===== src/rtl/spi_cmd_pkg.sv =====
// rtl/spi_cmd_pkg.sv - shared opcodes, decoder states and frame constants
package spi_cmd_pkg;

  localparam int FRAME_LEN = 32;
  localparam int CNT_W     = 6;

  localparam logic [7:0] OP_WRITE = 8'h01;
  localparam logic [7:0] OP_FILL  = 8'h02;
  localparam logic [7:0] OP_SCORE = 8'h03;

  typedef enum logic [1:0] {
    ST_IDLE  = 2'd0,
    ST_WRITE = 2'd1,
    ST_FILL  = 2'd2
  } dec_state_e;

  function automatic logic is_known_op(input logic [7:0] op);
    return (op == OP_WRITE) || (op == OP_FILL) || (op == OP_SCORE);
  endfunction

endpackage


===== src/rtl/spi_frame_rx.sv =====
// rtl/spi_frame_rx.sv - SPI sampling, 32-bit framing and abort detection
module spi_frame_rx
  import spi_cmd_pkg::*;
(
  input  logic                 clk,
  input  logic                 resetB,
  input  logic                 cs,
  input  logic                 sck,
  input  logic                 sdi,
  output logic [FRAME_LEN-1:0] frame,
  output logic                 frame_valid,
  output logic                 abort
);

  localparam logic [CNT_W-1:0] CNT_FULL = CNT_W'(FRAME_LEN);
  localparam logic [CNT_W-1:0] CNT_LAST = CNT_W'(FRAME_LEN - 1);

  logic [1:0]           cs_sync_q, cs_sync_d;
  logic [1:0]           sck_sync_q, sck_sync_d;
  logic [1:0]           sdi_sync_q, sdi_sync_d;
  logic                 sck_prev_q, sck_prev_d;
  logic [CNT_W-1:0]     bit_cnt_q, bit_cnt_d;
  logic [FRAME_LEN-1:0] shift_q, shift_d;
  logic [FRAME_LEN-1:0] frame_q, frame_d;
  logic                 frame_valid_q, frame_valid_d;
  logic                 abort_q, abort_d;

  logic cs_s, sck_s, sdi_s, sck_rise;

  assign cs_s     = cs_sync_q[1];
  assign sck_s    = sck_sync_q[1];
  assign sdi_s    = sdi_sync_q[1];
  assign sck_rise = sck_s & ~sck_prev_q;

  // Shift register, bit counter and abort/complete decisions for the next clk
  always_comb begin
    cs_sync_d     = {cs_sync_q[0], cs};
    sck_sync_d    = {sck_sync_q[0], sck};
    sdi_sync_d    = {sdi_sync_q[0], sdi};
    sck_prev_d    = sck_s;
    bit_cnt_d     = bit_cnt_q;
    shift_d       = shift_q;
    frame_d       = frame_q;
    frame_valid_d = 1'b0;
    abort_d       = 1'b0;
    if (!cs_s) begin
      // Counter clears while deselected, so a partial frame aborts exactly once.
      bit_cnt_d = '0;
      shift_d   = '0;
      abort_d   = (bit_cnt_q != '0) && (bit_cnt_q != CNT_FULL);
    end else if (sck_rise && (bit_cnt_q < CNT_FULL)) begin
      shift_d   = {shift_q[FRAME_LEN-2:0], sdi_s};
      bit_cnt_d = bit_cnt_q + 1'b1;
      if (bit_cnt_q == CNT_LAST) begin
        frame_valid_d = 1'b1;
        frame_d       = shift_d;
      end
    end
  end

  // Synchronizers and receive state
  always_ff @(posedge clk or negedge resetB) begin
    if (!resetB) begin
      cs_sync_q     <= '0;
      sck_sync_q    <= '0;
      sdi_sync_q    <= '0;
      sck_prev_q    <= 1'b0;
      bit_cnt_q     <= '0;
      shift_q       <= '0;
      frame_q       <= '0;
      frame_valid_q <= 1'b0;
      abort_q       <= 1'b0;
    end else begin
      cs_sync_q     <= cs_sync_d;
      sck_sync_q    <= sck_sync_d;
      sdi_sync_q    <= sdi_sync_d;
      sck_prev_q    <= sck_prev_d;
      bit_cnt_q     <= bit_cnt_d;
      shift_q       <= shift_d;
      frame_q       <= frame_d;
      frame_valid_q <= frame_valid_d;
      abort_q       <= abort_d;
    end
  end

  assign frame       = frame_q;
  assign frame_valid = frame_valid_q;
  assign abort       = abort_q;

endmodule


===== src/rtl/spi_cmd_frontend.sv =====
// rtl/spi_cmd_frontend.sv - SPI command decoder driving framebuffer writes and score
module spi_cmd_frontend
  import spi_cmd_pkg::*;
#(
  parameter int ADDR_W  = 10,
  parameter int DATA_W  = 8,
  parameter int DEPTH   = 600,
  parameter int SCORE_W = 10
) (
  input  logic               clk,
  input  logic               resetB,
  input  logic               cs,
  input  logic               sck,
  input  logic               sdi,
  output logic               we,
  output logic [ADDR_W-1:0]  waddr,
  output logic [DATA_W-1:0]  wdata,
  output logic [SCORE_W-1:0] score,
  output logic               busy,
  output logic               err
);

  localparam logic [ADDR_W-1:0] LAST_ADDR = ADDR_W'(DEPTH - 1);

  logic [FRAME_LEN-1:0] rx_frame;
  logic                 rx_valid, rx_abort;

  spi_frame_rx u_rx (
    .clk         (clk),
    .resetB      (resetB),
    .cs          (cs),
    .sck         (sck),
    .sdi         (sdi),
    .frame       (rx_frame),
    .frame_valid (rx_valid),
    .abort       (rx_abort)
  );

  dec_state_e           state_q, state_d;
  logic                 pend_valid_q, pend_valid_d;
  logic [FRAME_LEN-1:0] pend_frame_q, pend_frame_d;
  logic [ADDR_W-1:0]    cmd_addr_q, cmd_addr_d;
  logic [DATA_W-1:0]    cmd_data_q, cmd_data_d;
  logic [ADDR_W-1:0]    fill_cnt_q, fill_cnt_d;
  logic                 we_q, we_d;
  logic [ADDR_W-1:0]    waddr_q, waddr_d;
  logic [DATA_W-1:0]    wdata_q, wdata_d;
  logic [SCORE_W-1:0]   score_q, score_d;
  logic                 busy_q, busy_d;
  logic                 err_q, err_d;

  logic       consume, drop;
  logic [7:0] pend_op;
  logic       unused_frame_bits;

  assign pend_op = pend_frame_q[31:24];
  assign consume = (state_q == ST_IDLE) && pend_valid_q;
  assign drop    = rx_valid && pend_valid_q && !consume;
  // Payload bits beyond the configured widths are intentionally discarded.
  assign unused_frame_bits = ^pend_frame_q;

  // Decoder state register
  always_ff @(posedge clk or negedge resetB) begin
    if (!resetB) state_q <= ST_IDLE;
    else         state_q <= state_d;
  end

  // Decoder next-state: dispatch on the pending opcode, FILL runs to LAST_ADDR
  always_comb begin
    state_d = state_q;
    case (state_q)
      ST_IDLE: begin
        if (consume) begin
          if (pend_op == OP_WRITE)     state_d = ST_WRITE;
          else if (pend_op == OP_FILL) state_d = ST_FILL;
        end
      end
      ST_WRITE: state_d = ST_IDLE;
      ST_FILL:  if (fill_cnt_q == LAST_ADDR) state_d = ST_IDLE;
      default:  state_d = ST_IDLE;
    endcase
  end

  // Pending slot, command capture and registered write/score/err outputs
  always_comb begin
    pend_valid_d = pend_valid_q;
    pend_frame_d = pend_frame_q;
    cmd_addr_d   = cmd_addr_q;
    cmd_data_d   = cmd_data_q;
    fill_cnt_d   = fill_cnt_q;
    we_d         = 1'b0;
    waddr_d      = waddr_q;
    wdata_d      = wdata_q;
    score_d      = score_q;
    busy_d       = 1'b0;
    err_d        = rx_abort | drop;

    // A frame arriving while the slot drains refills it in the same clk.
    if (consume) pend_valid_d = 1'b0;
    if (rx_valid && !drop) begin
      pend_valid_d = 1'b1;
      pend_frame_d = rx_frame;
    end

    if (consume) begin
      cmd_addr_d = pend_frame_q[ADDR_W+7:8];
      cmd_data_d = pend_frame_q[DATA_W-1:0];
      fill_cnt_d = '0;
      if (pend_op == OP_SCORE) score_d = pend_frame_q[SCORE_W+7:8];
      if (!is_known_op(pend_op)) err_d = 1'b1;
    end

    case (state_q)
      ST_WRITE: begin
        we_d    = 1'b1;
        waddr_d = cmd_addr_q;
        wdata_d = cmd_data_q;
      end
      ST_FILL: begin
        we_d    = 1'b1;
        waddr_d = fill_cnt_q;
        wdata_d = cmd_data_q;
        busy_d  = 1'b1;
        if (fill_cnt_q != LAST_ADDR) fill_cnt_d = fill_cnt_q + 1'b1;
      end
      default: ;
    endcase
  end

  // Datapath and output registers
  always_ff @(posedge clk or negedge resetB) begin
    if (!resetB) begin
      pend_valid_q <= 1'b0;
      pend_frame_q <= '0;
      cmd_addr_q   <= '0;
      cmd_data_q   <= '0;
      fill_cnt_q   <= '0;
      we_q         <= 1'b0;
      waddr_q      <= '0;
      wdata_q      <= '0;
      score_q      <= '0;
      busy_q       <= 1'b0;
      err_q        <= 1'b0;
    end else begin
      pend_valid_q <= pend_valid_d;
      pend_frame_q <= pend_frame_d;
      cmd_addr_q   <= cmd_addr_d;
      cmd_data_q   <= cmd_data_d;
      fill_cnt_q   <= fill_cnt_d;
      we_q         <= we_d;
      waddr_q      <= waddr_d;
      wdata_q      <= wdata_d;
      score_q      <= score_d;
      busy_q       <= busy_d;
      err_q        <= err_d;
    end
  end

  assign we    = we_q;
  assign waddr = waddr_q;
  assign wdata = wdata_q;
  assign score = score_q;
  assign busy  = busy_q;
  assign err   = err_q;

endmodule


===== config.mk =====
export PLATFORM = sky130hd
export DESIGN_NAME = spi_cmd_frontend
export DESIGN_NICKNAME = d
export VERILOG_FILES = /design/src/rtl/spi_cmd_pkg.sv /design/src/rtl/spi_frame_rx.sv /design/src/rtl/spi_cmd_frontend.sv
export SDC_FILE = /design/constraint.sdc
export NUM_CORES = 1
export LEC_CHECK = 0
export ABC_AREA = 1
export BUFFER_PORTS_ARGS = -buffer_cell sky130_fd_sc_hd__buf_4
export CORE_ASPECT_RATIO = 0.5
export CORE_MARGIN = 5
export CORE_UTILIZATION = 40
export CTS_BUF_LIST = sky130_fd_sc_hd__clkbuf_8
export DETAILED_ROUTE_END_ITERATION = 6
export MAX_ROUTING_LAYER = met4
export SLEW_MARGIN = 20
export SYNTH_ARGS = -nofsm -noshare
export SYNTH_HDL_FRONTEND = slang
export SYNTH_SLANG_ARGS = --single-unit

===== constraint.sdc =====
create_clock -name clk -period 1.5 [get_ports clk]
set_input_delay 0 -clock clk [delete_from_list [all_inputs] [get_ports clk]]
set_output_delay 0 -clock clk [all_outputs]
set_load 0.02 [all_outputs]

Word level (Yosys, flattened, before mapping) --
Index checks and enable logic that the tools add are counted.
Operators by class: equal/unequal tests 13, magnitude comparators 1, mux-type cells 23, reduce and logical (&&, ||, !) cells 18, bitwise gates (word level) 3, add/subtract/negate cells 2
Operators by type and width (number):
- 2-to-1 mux 31 bit | 2
- 2-to-1 mux 10 bit | 3
- case mux 10 bit (2 select lines) | 1
- equality test 8 x 2 -> 1 bit (second input constant) | 2
- 2-to-1 mux 6 bit | 2
- adder 10 x 1 -> 10 bit (second input constant) | 1
- equality test 10 bit (second input constant) | 1
- 2-to-1 mux 1 bit | 10
- != test 10 bit (second input constant) | 1
- equality test 8 x 1 -> 1 bit (second input constant) | 1
- 2-to-1 mux 2 bit | 4
- adder 6 x 1 -> 6 bit (second input constant) | 1
- equality test 6 x 5 -> 1 bit (second input constant) | 1
- logical AND 1 bit | 6
- < comparator 6 bit (second input constant) | 1
- != test 2 bit (second input constant) | 3
- != test 6 bit (second input constant) | 1
- AND reduction 3 bit | 2
- nonzero test 6 bit | 1
- case mux 2 bit (2 select lines) | 1
- nonzero test 2 bit | 2
- != test 3 x 1 -> 1 bit (second input constant) | 1
- equality test 2 x 1 -> 1 bit (second input constant) | 1
- equality test 2 bit (second input constant) | 1
- other kinds (8) | 10
Storage, ports and cells: bits of input ports 5, word-level logic and storage cells 81, output and inout port bits 31, flip-flop bits (word level) 172

Longest topological paths before layout --
Gate-level depths: netlist of run 1.
depth in word-level cells 7, gate-level depth with buffers 10, mapped depth without buffers 9

Hierarchy --
A second synthesis of run 1 with hierarchy kept.
Second synthesis, totals: cells, all modules 667, area total of the unflattened synthesis 6645.1 um^2
Modules (own cells, without submodules):
- spi_cmd_frontend | area each 3676.0 um^2, cells an instance 371, instances 1
- spi_frame_rx | area each 2969.1 um^2, cells an instance 296, instances 1

Least setup slack after synthesis of run 1 --
Ideal clock, no wire load.
path kind register to register, start point register state_q[0], end point register pend_frame_q[29], slack 0.027 ns, stages on the path, launching flop included 8, buffers on the path 1, period minus slack after synthesis 1.473 ns, data required time 1.375 ns, arrival time 1.348 ns, cells stage by stage dfrtp_1 inv_1 ha_1 inv_1 nand2_1 nand2_1 buf_2 mux2_2
Between the ends: cells in the longest elaborated chain, start to end 6
Ends and longest elaborated chain:
- start, declared | RTL line spi_cmd_frontend.sv:39 | dec_state_e state_q, state_d;
- start signal, assigned | RTL line spi_cmd_frontend.sv:65 | else state_q <= state_d;
- logical NOT 2 bit | RTL line spi_cmd_frontend.sv:57 | assign consume = (state_q == ST_IDLE) && pend_valid_q;
- logical AND 1 bit | RTL line spi_cmd_frontend.sv:57
- logical NOT 1 bit | RTL line spi_cmd_frontend.sv:58 | assign drop = rx_valid && pend_valid_q && !consume;
- logical AND 1 bit | RTL line spi_cmd_frontend.sv:58
- logical NOT 1 bit | RTL line spi_cmd_frontend.sv:100 | if (rx_valid && !drop) begin
- logical AND 1 bit | RTL line spi_cmd_frontend.sv:100
- end signal, assigned | RTL line spi_cmd_frontend.sv:146 | pend_frame_q <= pend_frame_d;
- end, declared | RTL line spi_cmd_frontend.sv:41 | logic [FRAME_LEN-1:0] pend_frame_q, pend_frame_d;
Every way passes these cells. A chain may end at the register's enable or synchronous reset.

Worst setup path in the final report of run 1 --
start point register state_q[0], end point register wdata_q[5] (netlist: wdata[5])
Between the ends: cells in the longest elaborated chain, start to end 2, elaborated cells between the ends (all ways) 3
Ends and longest elaborated chain:
- equality test 2 bit / equality test 2 x 1 -> 1 bit (equally long branches) | RTL line spi_cmd_frontend.sv:113 | case (state_q)
- OR reduction 2 bit (no line) (*)
- end signal, assigned | RTL line spi_cmd_frontend.sv:152 | wdata_q <= wdata_d;
- end, declared | RTL line spi_cmd_frontend.sv:47 | logic [DATA_W-1:0] wdata_q, wdata_d;
Every way passes the cells marked *; elsewhere a longest branch is shown, timed or not.

==> results.md, run 1 <==
* GPL Wtd Cong at 0.877
* Synth top area cells: dfrtp_1, nand2_1, nand3_1
* YS warnings at 0
* Leakage power at 0.00392 µW
* Ant diodes at 0
* Int Power at 6240 µW
* First-pass GRT wire length at 22500 µm
* CTS H-tree lvls at 4
* Non-filler cells, final at 996
* FF+latch area at 0.00400 mm²
* Root buffer cell: clkbuf_8
* Mux share of post-synthesis cell area at 0.0188
* Startpoint class of the critical path: flip-flop
* Fill cells at 1532
* Slowest stage cell, crit path: ha_1
* CTS buffer count at 17
* Starting Density at 0.405
* Die footprint at 0.0192 mm²
* Area of the core at 0.0162 mm²
* Die width at 191 µm
* Clock buffer depth at 2
* Final wirelength at 13100 µm
* Main combinational cell family by area after synthesis: simple AND/OR/NAND/NOR gates
* Post-synth EDFFs at 0
* Max-slew violations at 0
* Slew margin rel. at 0.687
* Fmax at 712 MHz
* Port bufs at 35
* Synth Cell Area at 0.00657 mm²
* Logic pwr share at 0.027
* Switching share of power at 0.221
* Status: finished, final reports clean
* Pre-CTS setup slack at -0.00274 ns
* Row count at 33
* RSZ-0062 raised after global routing: no
* Final count of hold timing violations at 0
* Hold WC Path Type: input port to asynchronous set/reset pin
* Top-count cell post-synth: nand2_1
* Post-Route Setup TNS at 0 ns
* Die height at 101 µm
* I/O pin cnt at 36
* Maximum VDD drop at 610 µV
* Pwr per Cell Area at 1020 mW/mm²
* Sequential share of the synthesized area at 0.609
* Grt ovf at 0
* Area growth syn-to-layout at 20.1%
* Worst-Skew Late Latency at 0.44 ns
* Worst Path Buf+Inv at 2
* Share of layout cells above drive strength 1 at 0.196
* Worst r2r src: state_q[0]
* #FFs+latches synth at 160
* Multi-input gate area at 0.00221 mm²
* Crit share post-route at 0.936
* Vias at 4637
* FF-to-FF setup slack at 0.1 ns
* Post-synth cell types at 37
* Pre-Repair DR Iteration Count at 4
* Worst-case reg-to-reg path depth at 4
* Synth Area in Adders at 0.00952
* Wire per inst at 13.2 µm
* Post-synth top area cell: dfrtp_1
* CTS tree: built
* Worst-Margin Slew at 0.468 ns
* Final Hold Slack at 0.0509 ns
* Final setup margin at 0.0957 ns
* # DRC at 0
* Mean post-synth cell area at 9.46 µm²
* Crit path max-delay family: adder cells
* Worst path arrival time at 1.73 ns
* Post-layout min period at 1.40 ns
* Critical path peak fanout at 7
* DPL Wire Length at 8830 µm
* Endpoints failing setup at 0
* Post-synth top area share at 0.609
* Top_reg_cell synth: dfrtp_1
* Final nets at 766
* Detailed Route Iter0 Violations at 373
* Crit Path Category: flip-flop to flip-flop
* Slowest stage delay, CP at 0.36 ns
* Worst Skew at 0.0161 ns
* Max cap viols at 0
* Synth Area in Compound Gates at 0.0811
* Pin count of the biggest net entering global routing at 46
* Placed cell count at 958
* TritonCTS sink count at 160
* Sequential power share at 0.541
* Vias in the first global route at 4408
* Ys async rst share at 1.00
* Post-synth top cells: nand2_1, dfrtp_1, inv_1
* Clock transition at the registers of the reported paths at 0.09 ns
* Worst endpoint required time at 1.82 ns
* Vias per cell at 4.66
* Synth Area in Simple Gates at 0.217
* Post-Synth XOR/XNOR Area at 0.00267
* Cell count after synthesis at 695
* Initial antenna violation count at 0
* Syn nets at 705
* Clk pwr share at 0.432
* Total GRT Usage at 0.149
* Switching pwr at 1770 µW
* CP cell instances: inv_1 > ha_1 > buf_4 > mux2_2
* Post-DRT Antenna Nets at 0
* Final core utilization at 0.487
* Reg-to-Reg End: wdata[5]
* Crit end category: flip-flop
==> worst register-to-register path: stages, from the launching register on <==
cell and delay [ns]:
dfrtp_1 0.34, inv_1 0.06, ha_1 0.36, buf_4 0.20
mux2_2 0.34
==> registers in the layout, summed over array words and instances (netlist names), 2 cells and up <==
name,count
u_rx.sdi_sync_q,2
cmd_data_q,8
u_rx.frame,26
score,10
u_rx.bit_cnt_q,6
u_rx.shift_q,31
u_rx.sck_sync_q,2
cmd_addr_q,10
wdata,8
u_rx.cs_sync_q,2
waddr,10
state_q,2
pend_frame_q,26
fill_cnt_q,10
==> metrics by stage <==
| step | cell area (µm²) | power, µW |
|---|---|---|
| after floorplan | 6570 | 4490 |
| after global placement | 7310 | 4640 |
| after detailed placement | 7310 | 4640 |
| after CTS | 7790 | 8100 |
| after global routing | 7900 | 8340 |
| final | 7900 | 8010 |
==> placed cells by master (no fill, tap or decap), drive strengths merged, types with 2 or more instances in the layout <==
cell	instances
nand2	241
dfrtp	160
buf	67
inv	62
o21ai	61
nand3	54
nor2	33
clkbuf	20
a31oi	11
mux2	11
a21oi	8
ha	5
clkinvlp	4
bufinv	4
dlygate4sd3	4
clkinv	4
nor3	3
a22oi	3
nor4	3
xor2	2
and3	2
nand4	2
o21bai	2
==> metal layers <==
metal	share of wire	wire, µm	global-route usage
met5	0	0	-
met4	0.015	194	0.0524
met3	0.033	437	0.0304
met2	0.42	5580	0.202
met1	0.53	6930	0.222
==> cells by family after synthesis <==
kind of cell	count (synthesis)
multiplexers	11
buffers and inverters	91
adder cells (fa/ha/maj)	5
flip-flops	160
AO/OA/AOI/OAI	88
XOR/XNOR	2
AND/OR/NAND/NOR	338
==> cell type report <==
type | count | area share
Clock buffer | 18 | 0.0314
Tap cell | 227 | 0.0360
Inverter | 60 | 0.0295
Multi-Input combinational cell | 444 | 0.280
Sequential cell | 160 | 0.507
Clock inverter | 14 | 0.0241
Timing Repair Buffer | 73 | 0.0924
==> power by group through the flow <==
stage	clock network, µW	registers, µW	logic (µW)
6_report	3460	4340	215
5_1_grt	3750	4340	250
4_1_cts	3540	4340	224
3_5_place_dp	0	4420	216
3_3_place_gp	0	4420	214
2_1_floorplan	0	4420	66.2
==> repair_timing <==
action,CTS,global route
endpoints found under the hold margin,163,0
endpoints found under the setup margin,5,64
pin swaps,0,3
gates resized for setup,1,18
gates cloned,0,2
buffers inserted,0,0
hold buffers,4,0
==> worst max path at each step <==
| stage | start | to | slack [ns] | depth (start not counted) |
|---|---|---|---|---|
| floorplan | state_q[0] | pend_frame_q[29] | 0.03 | 7 |
| global placement | state_q[0] | pend_frame_q[29] | 0.02 | 6 |
| detailed placement | state_q[0] | pend_frame_q[31] | -0.003 | 6 |
| CTS | state_q[0] | score[1] | 0.03 | 7 |
| global route | u_rx.bit_cnt_q[0] | u_rx.frame[3] | 0.002 | 8 |
| finish | state_q[0] | wdata[5] | 0.1 | 4 |
Power figures use the tool's default switching activity.
==> inputs of run 2 (changes only) <==
CTS_CLUSTER_DIAMETER = 30   (was not set)
HOLD_SLACK_MARGIN = 0.06   (was not set)
clock period = 1.2 ns   (was 1.5 ns; I/O delays follow)
==> run 2 against run 1 <==
The flow now finishes with violations (setup timing). Hold slack improved by 0.14 ns. Clock power increased by 16%. First-iteration DRC count decreased by 27%. Design area increased by 26%. Utilization increased by 13 points. Power increased by 24%. Clock skew decreased by 0.0026 ns. Combinational power increased by 120%. Sequential power increased by 25%. Critical path depth increased by 5.
==> results.md, run 2 (synthesis gave the netlist of run 1 again) <==
* Slowest stage cell, crit path: dfrtp_1
* Area of the core at 0.0162 mm²
* Wire per inst at 15.8 µm
* DPL Wire Length at 9200 µm
* Grt ovf at 0
* RSZ-0062 raised after global routing: yes
* Startpoint class of the critical path: flip-flop
* Max FFs per register at 31
* Non-filler cells, final at 1078
* I/O pin cnt at 36
* Die width at 191 µm
* Final nets at 848
* Worst-Margin Slew at 0.392 ns
* Worst Path Buf+Inv at 1
* Max cap viols at 0
* TritonCTS sink count at 160
* GPL Wtd Cong at 0.892
* CP cell instances: nor2_4 > nand2_2 > buf_6 > nor2_1 > nand3_1 > nand2_2 > nand2_2 > nand2_1 > nand2_1
* Largest reg by FF count: u_rx.shift_q
* CTS buffer count at 17
* Starting Density at 0.405
* Ant diodes at 0
* Leakage power at 0.00484 µW
* Post-DRT Antenna Nets at 0
* # DRC at 0
* CTS H-tree lvls at 4
* Final wirelength at 17100 µm
* Die footprint at 0.0192 mm²
* Maximum VDD drop at 740 µV
* Hold Startpoint: sck
* CP Launch Point: pend_frame_q[29]
* Pre-Repair DR Iteration Count at 5
* Endpoints failing setup at 148
* Pin count of the biggest net entering global routing at 38
* Pwr per Cell Area at 995 mW/mm²
* Share of layout cells above drive strength 1 at 0.503
* Vias per cell at 4.86
* Post-Route Setup TNS at -17.15 ns
* Placed cell count at 994
* Worst-Skew Late Latency at 0.45 ns
* Worst path arrival time at 1.76 ns
* Leading cell type in the layout, fill and taps excluded: dfrtp_1
* Hold WC Path Type: input port to flip-flop
* Row count at 33
* Worst r2r src: pend_frame_q[29]
* Worst endpoint required time at 1.54 ns
* Post-layout min period at 1.42 ns
* Vias at 5239
* Fmax at 705 MHz
* Worst Skew at 0.0134 ns
* Failing checks: setup timing
* Most used cell, CP: nand2_2
* Root buffer cell: clkbuf_8
* Initial antenna violation count at 0
* Crit share post-route at 1.18
* Die height at 101 µm
* Pre-CTS setup slack at -0.193 ns
* Port bufs at 35
* Final setup margin at -0.218 ns
* Slowest stage delay, CP at 0.43 ns
* Total GRT Usage at 0.178
* Detailed Route Iter0 Violations at 273
* Slew margin rel. at 0.739
* Clock buffer depth at 2
* Critical path peak fanout at 3
* CTS tree: built
* Max-slew violations at 0
* Vias in the first global route at 5233
* First-pass GRT wire length at 26700 µm
* Clock transition at the registers of the reported paths at 0.09 ns
* Most frequent cells in the layout: dfrtp_1, nand2_1, buf_4
* Final Hold Slack at 0.194 ns
* Crit path max-delay family: simple AND/OR/NAND/NOR gates
* Final count of hold timing violations at 0
* Area growth syn-to-layout at 51.3%
* Crit end category: flip-flop
* Crit Path Category: flip-flop to flip-flop
* Status: complete, but fails checks
run 2: worst reg2reg max path, stage by stage (launching register included):
cell and delay, ns:
dfrtp_1 0.43, nor2_4 0.16, nand2_2 0.10, buf_6 0.13, nor2_1 0.08, nand3_1 0.10, nand2_2 0.14, nand2_2 0.07
nand2_1 0.07, nand2_1 0.06
run 2: final cells by class:
class	instances	area (µm²)
Clock buffer	18	248
Clock inverter	14	143
Fill cell	1231	6280
Inverter	60	292
Multi-Input combinational cell	446	3220
Sequential cell	160	4010
Tap cell	227	284
Timing Repair Buffer	151	1740
Timing Repair inverter	2	13.8
run 2: final timing paths:
| path | endpoint | slack (ns) | cells past startpoint |
|---|---|---|---|
| max | state_q[1] | -0.22 | 9 |
| min | u_rx.sck_sync_q[0] | 0.19 | 2 |
| max reg2reg | state_q[1] | -0.22 | 9 |
| min reg2reg | u_rx.sck_sync_q[1] | 0.36 | 0 |
| max in group asynchronous | pend_frame_q[16] | 0.10 | 4 |
| min in group asynchronous | u_rx.sck_sync_q[0] | 0.55 | 3 |
run 2: metrics by stage:
step / instance area [µm²] / power, µW / utilization
3_5_place_dp: 7670 / 5820 / 0.473
2_1_floorplan: 6750 / 5610 / -
3_3_place_gp: 7670 / 5820 / 0.473
5_1_grt: 9940 / 10200 / 0.613
6_report: 9940 / 9900 / 0.613
4_1_cts: 9210 / 9910 / 0.568
run 2: power by group:
group	internal, µW	switching (µW)	total (µW)
clock	1900	2100	4010
combinational	200	273	473
sequential	5410	14.2	5420
total	7510	2390	9900
run 2: routing by layer:
| layer | wire (µm) | track usage | vias to the layer above |
|---|---|---|---|
| met4 | 367 | 0.0541 | 0 |
| met2 | 8440 | 0.281 | 106 |
| li1 | - | - | 2524 |
| met5 | 0 | - | - |
| met1 | 7680 | 0.239 | 2577 |
| met3 | 577 | 0.0315 | 32 |
run 2: repair_timing:
item | 4_1_cts | 5_1_grt
gates resized for setup | 186 | 165
hold endpoints to repair | 163 | 0
hold buffers | 5 | 0
pin swaps | 40 | 40
setup buffers | 21 | 6
setup endpoints to repair | 148 | 150
cloned | 19 | 6
